File: src/rtl/restoring_divider.sv
// Sequential unsigned restoring divider: WIDTH iterations, MSB first, start/done handshake.
// Optional macro DIV_ZERO_FASTPATH_EN: a zero divisor finishes on the accepting edge with div_by_zero=1.
module restoring_divider #(
  parameter int WIDTH = 8
) (
  input  logic             clk,
  input  logic             rst_n,
  input  logic             start,
  input  logic [WIDTH-1:0] dividend,
  input  logic [WIDTH-1:0] divisor,
  output logic             busy,
  output logic             done,
  output logic [WIDTH-1:0] quotient,
  output logic [WIDTH-1:0] remainder,
  output logic             div_by_zero
);

  localparam int CW = (WIDTH > 2) ? $clog2(WIDTH) : 1;

  typedef enum logic [1:0] {IDLE, RUN, DONE} state_t;

  state_t           state_reg;
  logic [CW-1:0]    count_reg;
  logic [WIDTH-1:0] partial_reg;
  logic [WIDTH-1:0] divisor_reg;
  // Dividend bits shift out of the MSB while quotient bits shift into the LSB.
  logic [WIDTH-1:0] shift_reg;

  logic [WIDTH:0]   shifted;
  logic [WIDTH:0]   trial;
  logic             q_bit;
  logic [WIDTH-1:0] partial_next;
  logic [WIDTH-1:0] shift_next;

  always_comb begin
    shifted      = {partial_reg, shift_reg[WIDTH-1]};
    trial        = shifted - {1'b0, divisor_reg};
    q_bit        = ~trial[WIDTH];
    // A restored partial is always below the divisor, so it fits in WIDTH bits.
    partial_next = q_bit ? trial[WIDTH-1:0] : shifted[WIDTH-1:0];
    shift_next   = {shift_reg[WIDTH-2:0], q_bit};
  end

`ifdef DIV_ZERO_FASTPATH_EN
  logic div_by_zero_reg;
  assign div_by_zero = div_by_zero_reg;
`else
  assign div_by_zero = 1'b0;
`endif

  always_ff @(posedge clk or negedge rst_n) begin
    if (!rst_n) begin
      state_reg   <= IDLE;
      count_reg   <= '0;
      partial_reg <= '0;
      divisor_reg <= '0;
      shift_reg   <= '0;
      busy        <= 1'b0;
      done        <= 1'b0;
      quotient    <= '0;
      remainder   <= '0;
`ifdef DIV_ZERO_FASTPATH_EN
      div_by_zero_reg <= 1'b0;
`endif
    end else begin
      done <= 1'b0;
      case (state_reg)
        IDLE, DONE: begin
          if (start) begin
            shift_reg   <= dividend;
            divisor_reg <= divisor;
            count_reg   <= CW'(WIDTH - 1);
            partial_reg <= '0;
`ifdef DIV_ZERO_FASTPATH_EN
            if (divisor == '0) begin
              state_reg       <= DONE;
              done            <= 1'b1;
              quotient        <= '1;
              remainder       <= dividend;
              div_by_zero_reg <= 1'b1;
            end else begin
              state_reg <= RUN;
              busy      <= 1'b1;
            end
`else
            state_reg <= RUN;
            busy      <= 1'b1;
`endif
          end else begin
            state_reg <= IDLE;
          end
        end
        RUN: begin
          partial_reg <= partial_next;
          shift_reg   <= shift_next;
          if (count_reg == '0) begin
            state_reg <= DONE;
            busy      <= 1'b0;
            done      <= 1'b1;
            quotient  <= shift_next;
            remainder <= partial_next;
`ifdef DIV_ZERO_FASTPATH_EN
            div_by_zero_reg <= 1'b0;
`endif
          end else begin
            count_reg <= count_reg - 1'b1;
          end
        end
        default: begin
          state_reg <= IDLE;
          busy      <= 1'b0;
        end
      endcase
    end
  end

endmodule

File: config.mk
export PLATFORM = sky130hd
export DESIGN_NAME = restoring_divider
export DESIGN_NICKNAME = d
export VERILOG_FILES = /design/src/rtl/restoring_divider.sv
export SDC_FILE = /design/constraint.sdc
export NUM_CORES = 1
export LEC_CHECK = 0
export CAP_MARGIN = 10
export CORE_MARGIN = 1
export CORE_UTILIZATION = 53
export DETAILED_ROUTE_END_ITERATION = 6
export PLACE_DENSITY_LB_ADDON = 0.2
export SYNTH_ARGS = -nofsm -noshare
export SYNTH_HDL_FRONTEND = slang
export SYNTH_SLANG_ARGS = --single-unit
export TNS_END_PERCENT = 100
File: constraint.sdc
create_clock -name clk -period 3.09 [get_ports clk]
set_clock_uncertainty 0.15 [all_clocks]
set_input_delay 0.309 -clock clk [delete_from_list [all_inputs] [get_ports clk]]
set_output_delay 0.309 -clock clk [all_outputs]
set_load 0.02 [all_outputs]
==> impl_metrics.tcl <==
set metrics [dict create \
    cts_resized 0 \
    synth_area_um2 2340 \
    dr.pass1.iters 4 \
    grt_overflow_total 0 \
    holdCritPathClass "input pin to async pin" \
    grt_pass1_wl_um 7930 \
    cap_violations 0 \
    route.antenna.remaining_nets 0 \
    placed_area_um2 2720 \
    cts-hold-fix-buffers 0 \
    setup_tns_ps 0 \
    drv_slew 0 \
    cpPeakStageDelay_ps 570 \
    io_pins 38 \
    cts_root_buf "clkbuf_8" \
    multi_input_area_um2 1060 \
    power.leakage_nw 1.32 \
    ff_latch_area_um2 1180 \
    finalSetupViolCount 0 \
    path_clk_slew_ps 90 \
    drt_iter0_drc 124 \
    cts_buffers 5 \
    layout_commonest_cell "nand2_1" \
    diodes 0 \
    worstPathMaxFanout 13 \
    grt_use_met2_pct 34.4 \
    cp_data_arrival_time_ps 2950 \
    num_rows 23 \
    tightest_slew_ps 1030 \
    avgSynthCellArea_um2 9.32 \
    fin_crit_sh_pct 92.4 \
    globalplace.congestion 0.877 \
    crit_chain "inv_1, ha_1, inv_1, fa_1, a211oi_4, o211ai_1, a221o_1, nor4_1, a311o_1" \
    critPathKind "flop to flop" \
    stdcell_count 336 \
    syn-num-nets 281 \
    min_period_ps 2850 \
    status "finished, final reports clean" \
    drc_errors 0 \
    grt_antenna_before_repair 0 \
    async_flop_share_pct 100 \
    use_met1_pct 33.2 \
    crit_end "partial_reg[7]" \
    grt_pass1_vias 1666 \
    grt_setup_unrepaired "no" \
    clk_latency_ps 300 \
    ff2ff_setup_slack_ps 240 \
    synth_seq_cells 47 \
    worstReg2RegStart "shift_reg[7]" \
    reg2reg_depth 9 \
    pre_cts_slack_ps 294 \
    gr-max-usage-layer "met2" \
    dieArea_um2 4680 \
    pwr_density_cell_nw_per_um2 1280 \
    reg2reg_to "partial_reg[7]" \
    via_per_inst 5.36 \
    fmaxAchievable_mhz 350 \
    worst_slack_ps 235 \
    hold_violations 0 \
    vias 1801 \
    layout_common_cells "64 x nand2_1, 47 x dfrtp_1, 35 x clkdlybuf4s50_1, 26 x o21ai_0, 13 x inv_1" \
    required_ps 3180 \
    ys_types 42 \
    peakVddDrop_uv 549 \
    dp.cells 328 \
    postSynthCellCount 251 \
    ys_warn_count 0 \
    clock-sinks 47 \
    use_met3_pct 5.00 \
    drt_wl_total_um 4690 \
    fin_area_um2 2820 \
    synth_flop_cell "dfrtp_1" \
    core_area_um2 4120 \
    gr-usage-all-layers_pct 23.5 \
    post_drt_wl_per_cell_um 14.0 \
    cts_tree "built" \
    synth-edff-count 0 \
    crit_slowest_cell "a221o_1" \
    layout.nets 315 \
    drive_gt1_share_pct 5.94 \
    cp-start-kind "flop" \
    end_kind "flop" \
    fill_cells 341 \
    dp_hpwl_um 3270 \
    synth-seq-area-share_pct 50.3 \
    max_slew_margin_pct 31.5 \
    start_util_pct 56.8 \
    grt_max_degree 48 \
    path_common_cell "inv_1" \
    dieHeight_um 68.4 \
    area_growth_pct 20.7 \
    cts_max_level 2 \
    die_w_um 68.4 \
    io_buffer_count 36 \
    cts.path.max_buffers 2 \
    postCtsSetupBuffers 0 \
    crit_start "shift_reg[7]" \
]
## cell usage after synthesis, types with 3 or more instances
cell,count,area (um2)
ha_1,10,125
xor2_1,3,26.3
a31oi_1,7,43.8
o211ai_1,4,30.0
or2_2,3,18.8
o21ai_0,26,130
mux2i_1,6,60.1
a21oi_1,5,25.0
nand2_1,64,240
nor2_1,11,41.3
dfrtp_1,47,1180
nand2b_1,6,37.5
inv_1,13,48.8
clkbuf_1,9,33.8
nor2b_1,4,25.0
## routing by layer
metal	wire, um	share of wire (%)
met3	166	3.5
met5	0	0
met2	2030	43
met4	75	1.6
met1	2420	52
## worst min-delay path by stage
stage               slack (ps)  depth (start not counted)   startpoint        endpoint
floorplan                 -140                          0        rst_n            busy
global placement           310                          2  quotient[4]     quotient[4]
detailed placement         310                          2  quotient[6]     quotient[6]
CTS                         70                          1        rst_n  divisor_reg[0]
global route               110                          1        rst_n    remainder[6]
finish                      30                          1        rst_n    remainder[6]
## metrics by stage
step                util, %  power [W]  hold slack, ps
floorplan                 -    0.00266            -137
global placement       66.1    0.00316             307
detailed placement     66.1    0.00322             312
CTS                    68.6    0.00365            66.6
global route           68.6    0.00395             109
finish                 68.6    0.00363            28.3
## where the power goes
part / switching, W / internal, W
sequential: 0.000179 / 0.000918
clock: 0.000208 / 0.000204
combinational: 0.00120 / 0.000922
total: 0.00158 / 0.00204
## critical path, delay by kind of cell (launching register included)
kind                       cells  cell delay (ps)
adders and majority gates      2              610
and+or+nand+nor                1              360
AOI/OAI and AO/OA              4             1160
DFF                            1              360
buffers and inverters          2              140
## cell families after synthesis
family	Yosys count	synth area share, %
other cells	1	0.160
buf+inv	25	4.49
compound gates	59	16.0
simple gates	95	17.4
flops	47	50.3
xor+xnor	5	1.87
mux	8	3.53
fa+ha+maj	11	6.21
## cell type report
class	instances	area share [%]
inverters	14	1.86
repair buffers	38	13.1
well taps	50	2.22
clock inverters	1	0.266
clock buffers	7	3.41
multi-input cells	179	37.5
flip-flops and latches	47	41.7
Note: power is estimated with default switching activity, not from simulation.
